==> src/rtl/layer_sequencer.sv <==
// Per-image layer scheduler: releases one layer at a time, owns the feature-RAM
// ping-pong bank select, queues one start request and guards each layer with a watchdog.
module layer_sequencer #(
  parameter int unsigned N_LAYERS  = 4,
  parameter int unsigned TIMEOUT_W = 16,
  parameter int unsigned TIMEOUT   = 50000,
  localparam int unsigned LW       = (N_LAYERS > 1) ? $clog2(N_LAYERS) : 1
) (
  input  logic                clk,
  input  logic                rst,
  input  logic                start,
  input  logic [N_LAYERS-1:0] layer_done,
  output logic [N_LAYERS-1:0] layer_hold,
  output logic                wr_bank,
  output logic [LW-1:0]       cur_layer,
  output logic                busy,
  output logic                img_done,
  output logic [15:0]         img_cnt,
  output logic [1:0]          err
);

  typedef enum logic [2:0] {
    S_IDLE,
    S_RUN,
    S_GAP,
    S_FIN,
    S_ERR
  } state_t;

  localparam logic [LW-1:0]        LAST_LAYER = LW'(N_LAYERS - 1);
  localparam logic [TIMEOUT_W-1:0] WD_LIMIT   = TIMEOUT_W'(TIMEOUT - 1);
  localparam logic [N_LAYERS-1:0]  ALL_HOLD   = {N_LAYERS{1'b1}};

  state_t               state;
  logic                 pending;
  logic [TIMEOUT_W-1:0] watchdog;
  logic                 done_cur_c;
  logic [LW-1:0]        nxt_layer_c;
  logic                 in_flight_c;

  assign done_cur_c  = layer_done[cur_layer];
  assign nxt_layer_c = LW'(cur_layer + 1'b1);
  assign in_flight_c = (state == S_RUN) || (state == S_GAP) || (state == S_FIN);

  // Sequencer state and all registered outputs
  always_ff @(posedge clk) begin
    if (rst) begin
      state      <= S_IDLE;
      layer_hold <= ALL_HOLD;
      wr_bank    <= 1'b0;
      cur_layer  <= '0;
      busy       <= 1'b0;
      img_done   <= 1'b0;
      img_cnt    <= 16'd0;
      err        <= 2'b00;
      pending    <= 1'b0;
      watchdog   <= '0;
    end else begin
      img_done <= 1'b0;
      case (state)
        S_IDLE: begin
          if (start || pending) begin
            state      <= S_RUN;
            cur_layer  <= '0;
            wr_bank    <= 1'b0;
            busy       <= 1'b1;
            layer_hold <= ~N_LAYERS'(1);
            pending    <= 1'b0;
            watchdog   <= '0;
          end
        end
        S_RUN: begin
          // A done in the timeout cycle still counts as a clean finish
          if (done_cur_c) begin
            layer_hold <= ALL_HOLD;
            watchdog   <= '0;
            if (cur_layer == LAST_LAYER) begin
              state    <= S_FIN;
              img_done <= 1'b1;
              img_cnt  <= img_cnt + 16'd1;
            end else begin
              state <= S_GAP;
            end
          end else if (watchdog == WD_LIMIT) begin
            state      <= S_ERR;
            layer_hold <= ALL_HOLD;
            err[0]     <= 1'b1;
          end else begin
            watchdog <= watchdog + 1'b1;
          end
        end
        S_GAP: begin
          state      <= S_RUN;
          cur_layer  <= nxt_layer_c;
          wr_bank    <= ~wr_bank;
          layer_hold <= ~(N_LAYERS'(1) << nxt_layer_c);
        end
        S_FIN: begin
          state     <= S_IDLE;
          busy      <= 1'b0;
          cur_layer <= '0;
        end
        S_ERR: begin
          layer_hold <= ALL_HOLD;
        end
        default: begin
          state <= S_IDLE;
        end
      endcase

      // One request may queue behind the running image; a second one overruns
      if (start && in_flight_c) begin
        if (pending) begin
          err[1] <= 1'b1;
        end else begin
          pending <= 1'b1;
        end
      end
    end
  end

endmodule

==> config.mk <==
export PLATFORM = sky130hd
export DESIGN_NAME = layer_sequencer
export DESIGN_NICKNAME = d
export VERILOG_FILES = /design/src/rtl/layer_sequencer.sv
export SDC_FILE = /design/constraint.sdc
export NUM_CORES = 1
export LEC_CHECK = 0
export ABC_AREA = 1
export CORE_MARGIN = 1
export CORE_UTILIZATION = 45
export CTS_BUF_LIST = sky130_fd_sc_hd__clkbuf_8
export DETAILED_ROUTE_END_ITERATION = 8
export PLACE_DENSITY = 0.67
export SYNTH_ARGS = -nofsm -noshare
export SYNTH_HDL_FRONTEND = slang
export SYNTH_SLANG_ARGS = --single-unit
==> constraint.sdc <==
create_clock -name clk -period 1.67 [get_ports clk]
set_input_delay 0.2505 -clock clk [delete_from_list [all_inputs] [get_ports clk]]
set_output_delay 0.2505 -clock clk [all_outputs]
set_load 0.01 [all_outputs]
### After elaboration in Yosys (flattened, before gate mapping)

Index checks and enable logic that the tools add are counted.

* flip-flop bits (word level): 47
* bits in latches: 0
* bits in writable memories: 0
* ROM bits: 0
* bits of input ports: 7
* output and inout bits: 27
* word-level logic and storage cells: 76
* memories: 0

* add/subtract/negate cells: 3
* multipliers: 0
* div/mod/pow operators: 0
* magnitude comparators: 1
* eq/ne operators: 9
* shifts and indexed selects: 1
* muxes and demuxes: 26
* bitwise gates (word level): 5
* reduce and logical (&&, ||, !) cells: 20

Operators by type and width (number)
* two-way mux 16 bit: 3
* adder 16 x 1 -> 16 bit, second input constant: 2
* case mux 16 bit (2 select lines): 1
* == test 16 bit, second input constant: 1
* case mux 4 bit (4 select lines): 1
* AND reduction 3 bit: 5
* two-way mux 4 bit: 3
* case mux 3 bit (4 select lines): 1
* two-way mux 1 bit: 9
* two-way mux 3 bit: 3
* AND reduction 2 bit: 4
* == test 3 x 2 -> 1 bit, second input constant: 2
* case mux 2 bit (3 select lines): 1
* nonzero test 2 bit: 3
* NOT 1 bit: 4
* NOT 4 bit: 1
* case mux 1 bit (2 select lines): 2
* nonzero test 4 bit: 1
* << shifter 1 x 2 -> 4 bit, first input constant: 1
* == test 3 x 1 -> 1 bit, second input constant: 1
* == test 3 bit, second input constant: 1
* zero test 3 bit: 1
* logical OR 1 bit: 3
* < comparator 2 x 3 -> 1 bit, second input constant: 1
* 10 further kinds: 10

### Logic depth before layout (Yosys ltp)

Gate-level depths: netlist of run 1.

* word-level depth: 5
* depth in mapped cells: 11

### Least setup slack after synthesis of run 1

OpenSTA, ideal clock, no wires.

* path type: register to register
* start: register cur_layer[0]
* end: register img_cnt[3]
* library setup time: 118 ps
* arrival: 1497 ps
* slack: 55 ps
* stages on the path, launching flop included: 10
* buffers on the path: 2
* path through: dfxtp_1 inv_1 nand2_1 nand3_1 nand2_1 nand3_1 buf_2 buf_6 nor3_1 nor2_1

* cells in the longest elaborated chain, start to end: 3
* elaborated cells between the ends (all ways): 4
* those cells by class: eq/ne: 1; mux: 2; reduce/logical: 1

Ends and longest elaborated chain
* start: declaration: line 15 `output logic [LW-1:0] cur_layer,`
* start signal: assignment: line 94 `cur_layer <= nxt_layer_c;`
* binary-select mux 1 bit (select 2 bit): line 41 `assign done_cur_c = layer_done[cur_layer];`
* two-way mux 1 bit (implied by the code): line 41
* AND reduction 3 bit (no source line) (*)
* end signal: assignment: line 80 `img_cnt <= img_cnt + 16'd1;`
* end: declaration: line 18 `output logic [15:0] img_cnt,`

Every way passes the cells marked *; elsewhere a longest branch is shown, timed or not. The select of a mux whose other input is x is not followed.
A chain may end at the register's enable or synchronous reset.

### Final worst setup path of run 1

* start: register state[0]
* end: register watchdog[6]

* cells in the longest elaborated chain, start to end: 3
* elaborated cells between the ends (all ways): 7
* those cells by class: eq/ne: 3; mux: 1; reduce/logical: 3

Ends and longest elaborated chain
* start: declaration: line 34 `state_t state;`
* start signal: assignment: line 48 `state <= S_IDLE;`
* start signal: assignment: line 63 `state <= S_RUN;`
* start signal: assignment: line 78 `state <= S_FIN;`
* == test 3 x 1 -> 1 bit or zero test 3 bit (tied branches): line 60 `case (state)`
* inequality test 3 bit (no source line), or another cell as far along
* AND reduction 3 bit (no source line)
* end signal: assignment: line 89 `watchdog <= watchdog + 1'b1;`
* end: declaration: line 36 `logic [TIMEOUT_W-1:0] watchdog;`

Several ways; a longest one is shown, not always the timed one.

==> flow_summary_export.csv, run 1 <==
group,metric,value,unit
place,port_buffers,33,
timing,maxClockFrequency,628,MHz
place,post-dp-hpwl,4980,µm
clocking,clock_latency,300,ps
critical_path,critical_path_required,1860,ps
clocking,htreeDepth,2,
job,maxCapViolations,0,
grt,met1_usage,26.6,%
critical_path,critPathLaunchType,"register",
grt,maximum_number_of_pins_on_one_net_before_global_route_repair,25,
timing,hold_viol,0,
worst_hold_path,origin_of_the_worst_min_delay_path,"err[1]",
power,cellPowerDensity,658,nW/µm²
critical_path,r2r_setup_slack,80,ps
grt,grt-busiest-layer,"met2",
die,num_io_pins,34,
critical_path,worst_ep_arrival_time,1790,ps
layout,n_antenna_cell,0,
grt,grt_pass1_wl,10800,µm
clocking,cts_buffer_count,5,
grt,antenna_found_initial,0,
die,num_rows,28,
clocking,clockBufferDepth,2,
synthesis,post_synth_num_cell_types,30,
die,floorplan.die.width,80.2,µm
detailed_routing,detail_route.vias_per_cell,4.98,
synthesis,ys_seq_elements,47,
grt,grt_use_total,21.4,%
detailed_routing,wl,6540,µm
timing,timing.clock.skew,8.16,ps
detailed_routing,drt_pre_antenna_iters,6,
synthesis,mappedNetlistArea,2750,µm²
power,leakage,1.37,nW
timing,relSlewSlack,75.9,%
synthesis,synth_sequential_area_ratio,34.2,%
critical_path,end_kind,"register",
place,worst_slack_after_detailed_placement,-72.4,ps
synthesis,postSynthAreaPerCell,6.57,µm²
worst_hold_path,whs_path_depth,2,
critical_path,crit_fanout,8,
grt,overflow_left_after_global_routing,0,
detailed_routing,drc,1,
place,placedInstanceArea,3340,µm²
die,fp.dieH,80.2,µm
timing,whs,469,ps
critical_path,worstRegToRegCells,9,
detailed_routing,detail_route.iter0.violations,73,
layout,finish.net_count,490,
place,numPlacedInstances,543,
outcome,outcome,"finished, violations left",
clocking,clock_pin_slew_worst_setup_and_hold_paths,90,ps
worst_hold_path,holdCritPathClass,"reg -> reg",
layout,drive_gt1_share,15.1,%
grt,use_met2,37.8,%
layout,final_design_area_no_fill,3480,µm²
synthesis,mappedNetlistNets,432,
outcome,violations,"DRC",
critical_path,crit-reg2reg-capture,"watchdog[6]",
layout,final_core_util,58.7,%
worst_hold_path,worst_hold_path.endpoint,"err[1]",
timing,finalWorstSetupSlack,77.6,ps
critical_path,critical_path_type,"reg -> reg",
synthesis,ys.warnings.count,0,
critical_path,startpoint_of_the_worst_register_to_register_path,"state[0]",
detailed_routing,dr_total_vias,2755,
detailed_routing,detail_route.wl_per_cell,11.8,µm
timing,final_min_period_over_clock_period,95.4,%
grt,global_route.usage.met3,3.07,%
timing,final-max-slew-violation-count,0,
timing,setup-violations-final,0,
layout,layout.cells.most_common_list,"sky130_fd_sc_hd__nand2_1, sky130_fd_sc_hd__nor2_1, sky130_fd_sc_hd__inv_1, sky130_fd_sc_hd__dfxtp_1, sky130_fd_sc_hd__nand3_1",
timing,period_needed,1590,ps
synthesis,syn_inst,419,
grt,first_global_vias,2484,
die,coreArea,5920,µm²
power,vdd.ir_drop.worst,445,µV
place,gp_congestion,0.926,
layout,layout_commonest_cell,"sky130_fd_sc_hd__nand2_1",
die,dieArea,6440,µm²
layout,area_growth_synth_to_finish,26.3,%
critical_path,worstSetupStartpoint,"state[0]",
clocking,tritoncts_num_sinks,47,
clocking,ctsHoldBuffers,0,
layout,nFillCells,570,
die,initial_utilization,46.5,%
clocking,cts_tree,"yes",
layout,finish.cell_count_without_fillers,553,
timing,final.setup.tns,0,ps
detailed_routing,ant_nets,0,
power,design_power_total,2.29,mW
clocking,cts_root_buf,"sky130_fd_sc_hd__clkbuf_8",
timing,actual_transition_at_the_worst_max_transition_pin,359,ps
[layer usage]
metal | part of all wire (%) | wire length (µm)
met5 | 0 | 0
met1 | 46 | 2990
met2 | 50 | 3260
met3 | 3.0 | 198
met4 | 1.4 | 89
[state kept, by name, indices dropped and copies added, names as in the netlist]
name,cells
img_cnt,16
watchdog,16
layer_hold,4
state,3
cur_layer,2
err,2
busy,1
img_done,1
pending,1
wr_bank,1
[final cells by class]
class                   count  area, µm²  share of cell area (%)
flip-flops and latches     47        945                    27.2
well taps                  75       93.8                    2.70
clock buffers               5       68.8                    1.98
inverters                  48        185                    5.33
repair buffers             58        543                    15.6
multi-input cells         317       1620                    46.7
clock inverters             3       18.8                   0.540
[synthesized netlist by cell type]
library cell | instances | area [µm²]
sky130_fd_sc_hd__xnor2_1 | 2 | 17.5
sky130_fd_sc_hd__nand2_8 | 2 | 40.0
sky130_fd_sc_hd__nor4_1 | 1 | 6.26
sky130_fd_sc_hd__o21ai_0 | 10 | 50.1
sky130_fd_sc_hd__o211ai_2 | 1 | 12.5
sky130_fd_sc_hd__a21oi_1 | 22 | 110
sky130_fd_sc_hd__nand2_1 | 125 | 469
sky130_fd_sc_hd__buf_6 | 1 | 11.3
sky130_fd_sc_hd__or2_2 | 1 | 6.26
sky130_fd_sc_hd__buf_2 | 2 | 10.0
sky130_fd_sc_hd__nor2_1 | 57 | 214
sky130_fd_sc_hd__nor2_8 | 1 | 20.0
sky130_fd_sc_hd__nor3_1 | 8 | 40.0
sky130_fd_sc_hd__a21oi_2 | 8 | 70.1
sky130_fd_sc_hd__ha_1 | 6 | 75.1
sky130_fd_sc_hd__clkbuf_1 | 4 | 15.0
sky130_fd_sc_hd__o21bai_1 | 2 | 15.0
sky130_fd_sc_hd__nor2_4 | 2 | 22.5
sky130_fd_sc_hd__inv_1 | 45 | 169
sky130_fd_sc_hd__nor3_4 | 1 | 16.3
sky130_fd_sc_hd__nand3_1 | 38 | 190
sky130_fd_sc_hd__xor2_1 | 7 | 61.3
sky130_fd_sc_hd__nand4_1 | 10 | 62.6
sky130_fd_sc_hd__nand2_2 | 8 | 50.1
sky130_fd_sc_hd__dfxtp_1 | 47 | 941
sky130_fd_sc_hd__inv_4 | 1 | 6.26
sky130_fd_sc_hd__inv_2 | 2 | 7.51
sky130_fd_sc_hd__nand2_4 | 2 | 22.5
sky130_fd_sc_hd__o211ai_1 | 1 | 7.51
sky130_fd_sc_hd__a211oi_1 | 2 | 15.0
[logic make-up after synthesis]
logic type	count (synthesis)	share of synthesized area (%)
DFF	47	34.2
and+or+nand+nor	256	42.1
buffers and inverters	55	7.95
xor gates and xnor gates	9	2.86
AOI/OAI and AO/OA	46	10.2
adders and majority gates	6	2.73
[power by group]
part | switching, mW | internal [mW] | leakage, nW
clock network | 0.388 | 0.295 | 0.0483
registers | 0.0227 | 1.15 | 0.382
logic | 0.245 | 0.185 | 0.942
[how the worst max path moves through the flow]
stage	end	slack [ps]	cells after the start
detailed placement	img_cnt[7]	-70	10
floorplan	img_cnt[3]	60	9
finish	watchdog[6]	80	9
global route	watchdog[6]	-8	9
global placement	img_cnt[7]	-50	10
CTS	cur_layer[0]	9	2
[critical path, cell delays in order (launching register included)]
cell and delay (ps):
sky130_fd_sc_hd__dfxtp_2 390, sky130_fd_sc_hd__inv_2 70, sky130_fd_sc_hd__nor3_4 280, sky130_fd_sc_hd__inv_4 100, sky130_fd_sc_hd__nand2_4 140, sky130_fd_sc_hd__inv_2 60, sky130_fd_sc_hd__nor2_4 200, sky130_fd_sc_hd__nand2_1 100
sky130_fd_sc_hd__nand2_1 90, sky130_fd_sc_hd__nor2_1 50
[timing repair]
item | in CTS | in global routing
buffers inserted | 0 | 2
endpoints found under the setup margin | 0 | 29
gates resized for setup | 0 | 12
Note: power is estimated with default switching activity, not from simulation.
==> inputs of run 2 (changes only) <==
--- a/config.mk
+++ b/config.mk
@@ -5,12 +5,11 @@
 export SDC_FILE = /design/constraint.sdc
 export NUM_CORES = 1
 export LEC_CHECK = 0
-export ABC_AREA = 1
 export CORE_MARGIN = 1
 export CORE_UTILIZATION = 45
 export CTS_BUF_LIST = sky130_fd_sc_hd__clkbuf_8
 export DETAILED_ROUTE_END_ITERATION = 8
-export PLACE_DENSITY = 0.67
+export PLACE_DENSITY = 0.68
 export SYNTH_ARGS = -nofsm -noshare
 export SYNTH_HDL_FRONTEND = slang
 export SYNTH_SLANG_ARGS = --single-unit
==> run 2 against run 1 <==
  * Via count decreased by 13%
  * Global-route usage is 0.41 points higher
  * Die area is 14% lower
  * Highest routed layer unchanged
  * The run ends with setup timing left
  * Clock skew fell by 0.66 ps
  * Core utilization is 11 points higher
  * Count of clock-buffer cells in the layout up 1
  * Combinational power decreased by 26%
  * Total power fell by 4.8%
==> flow_summary_export.csv, run 2 <==
group,metric,value,unit
grt,maximum_number_of_pins_on_one_net_before_global_route_repair,23,
layout,n_antenna_cell,0,
synthesis,yosys.cell_count.top_type,"sky130_fd_sc_hd__dfxtp_1",
timing,final_min_period_over_clock_period,106,%
die,coreArea,5070,µm²
critical_path,critPathSlowestCell,"sky130_fd_sc_hd__mux4_2",
detailed_routing,ant_nets,0,
synthesis,synth_flop_cell,"sky130_fd_sc_hd__dfxtp_1",
die,fp.dieH,74.5,µm
grt,antenna_found_initial,0,
die,num_rows,26,
layout,nFillCells,406,
clocking,tritoncts_num_sinks,47,
synthesis,mappedNetlistNets,287,
detailed_routing,detail_route.wl_per_cell,13.7,µm
power,cellPowerDensity,617,nW/µm²
die,floorplan.die.width,74.5,µm
synthesis,mappedNetlistArea,2360,µm²
power,vdd.ir_drop.worst,420,µV
timing,finalWorstSetupSlack,-94.5,ps
layout,seqCellArea,950,µm²
layout,reg_top3,"img_cnt (16), watchdog (16), layer_hold (4)",
job,maxCapViolations,0,
synthesis,ys_seq_elements,47,
synthesis,synth_common_cells,"sky130_fd_sc_hd__dfxtp_1, sky130_fd_sc_hd__nor2_1, sky130_fd_sc_hd__a21oi_1",
timing,rsz0062_at_grt,"yes",
timing,setup-violations-final,9,
detailed_routing,wl,6010,µm
synthesis,synth_async_sr_flop_share,0,%
clocking,clock_pin_slew_worst_setup_and_hold_paths,90,ps
grt,grt_pass1_wl,9430,µm
die,initial_utilization,46.6,%
critical_path,worst_ep_arrival_time,2000,ps
layout,finish.net_count,381,
detailed_routing,detail_route.iter0.violations,129,
detailed_routing,dr_total_vias,2404,
outcome,violations,"setup timing",
layout,drive_gt1_share,30.4,%
critical_path,critical_path_required,1910,ps
place,post-dp-hpwl,4220,µm
layout,area_growth_synth_to_finish,49.3,%
critical_path,crit_fanout,6,
critical_path,path_cells,"mux4_2 -> or2_4 -> or3_1 -> a21oi_1",
critical_path,critical_path_type,"reg -> reg",
synthesis,ys.warnings.count,0,
place,gp_congestion,0.861,
timing,maxClockFrequency,567,MHz
timing,final-max-slew-violation-count,0,
timing,timing.clock.skew,7.49,ps
timing,hold_viol,0,
clocking,cts_root_buf,"sky130_fd_sc_hd__clkbuf_8",
timing,period_needed,1760,ps
clocking,ctsHoldBuffers,0,
worst_hold_path,origin_of_the_worst_min_delay_path,"err[1]",
synthesis,post_synth_num_cell_types,52,
detailed_routing,drt_pre_antenna_iters,4,
place,numPlacedInstances,427,
synthesis,synthDominantCellAreaShare,39.8,%
detailed_routing,detail_route.vias_per_cell,5.49,
die,num_io_pins,34,
detailed_routing,drc,0,
grt,grt_use_total,21.8,%
timing,relSlewSlack,70.8,%
synthesis,syn_inst,274,
clocking,clockBufferDepth,2,
synthesis,synth_edf_count,0,
critical_path,critPathLaunchType,"register",
clocking,clock_latency,300,ps
grt,first_global_vias,2213,
clocking,cts_tree,"yes",
synthesis,post-synth-top-area-cell,"sky130_fd_sc_hd__dfxtp_1",
timing,actual_transition_at_the_worst_max_transition_pin,435,ps
timing,final.setup.tns,-360,ps
critical_path,startpoint_of_the_worst_register_to_register_path,"cur_layer[0]",
synthesis,postSynthAreaPerCell,8.63,µm²
power,design_power_total,2.18,mW
layout,finish.cell_count_without_fillers,438,
place,port_buffers,33,
place,worst_slack_after_detailed_placement,-438,ps
die,dieArea,5550,µm²
worst_hold_path,holdCritPathClass,"reg -> reg",
grt,overflow_left_after_global_routing,0,
power,leakage,1.31,nW
clocking,cts_buffer_count,5,
synthesis,synth_sequential_area_ratio,39.8,%
critical_path,largest_stage_delay_on_the_critical_path,540,ps
outcome,outcome,"finished, violations left",
critical_path,end_kind,"register",
clocking,htreeDepth,2,
layout,multi_input_comb_area,1500,µm²
layout,layout.cells.most_common_list,"sky130_fd_sc_hd__buf_4, sky130_fd_sc_hd__dfxtp_1, sky130_fd_sc_hd__clkdlybuf4s50_1, sky130_fd_sc_hd__nor2_1, sky130_fd_sc_hd__a21oi_1",
layout,final_core_util,69.6,%
critical_path,worstSetupStartpoint,"cur_layer[0]",
layout,layout_commonest_cell,"sky130_fd_sc_hd__buf_4",
synthesis,ys_top_cells_by_area,"sky130_fd_sc_hd__dfxtp_1, sky130_fd_sc_hd__a21oi_1, sky130_fd_sc_hd__nor2_1",
-- run 2: logic make-up (layout without fill, tap and decap cells) --
logic type | Yosys count | in the layout | synth area share, %
mux | 5 | 5 | 2.86
flops | 47 | 47 | 39.8
simple gates | 116 | 116 | 28.1
fa+ha+maj | 7 | 7 | 3.60
xor+xnor | 7 | 7 | 2.59
compound gates | 70 | 70 | 18.7
buf+inv | 22 | 116 | 4.34
-- run 2: critical path: cells and delay by family (launching register included) --
kind            cells  cell delay (ps)
compound gates      1              130
flops               1              360
mux                 1              540
simple gates        2              670
-- run 2: worst paths after layout --
| kind | depth (start not counted) | to | slack, ps |
|---|---|---|---|
| worst max-delay path | 4 | watchdog[4] | -90 |
| worst min-delay path | 2 | err[1] | 480 |
| worst max register to register | 4 | watchdog[4] | -90 |
| worst min register to register | 2 | err[1] | 480 |
-- run 2: timing repair --
| item | 4_1_cts | 5_1_grt |
|---|---|---|
| endpoints found under the setup margin | 30 | 32 |
| buffers inserted | 1 | 3 |
| pin swaps | 3 | 14 |
| gates resized for setup | 10 | 32 |
-- run 2: layer usage --
layer / vias up / routed length [µm] / share of wire (%) / GRT usage, %
met5: - / 0 / 0 / 0
met4: 0 / 74 / 1.2 / 7.97
met3: 6 / 183 / 3.0 / 4.34
met2: 45 / 3020 / 50 / 37.4
met1: 1140 / 2720 / 45 / 27.0
li1: 1213 / - / - / -
-- run 2: report_power, final --
part           internal (mW)  leakage, nW  switching (mW)
logic                  0.161        0.878           0.158
clock network          0.326       0.0470           0.383
registers               1.14        0.383          0.0131
-- run 2: final cells by class --
class,instances,share of cell area (%)
multi-input combinational,205,42.4
sequential,47,26.9
timing repair buffer,102,25.0
tap,70,2.48
clock buffer,6,2.34
inverter,7,0.744
clock inverter,1,0.142
-- run 2: metrics by stage --
| step | cell area (µm²) | hold slack, ps |
|---|---|---|
| after detailed placement | 3220 | 464 |
| after global routing | 3530 | 514 |
| after floorplan | 2390 | 446 |
| final | 3530 | 476 |
| after CTS | 3360 | 484 |
| after global placement | 3220 | 451 |
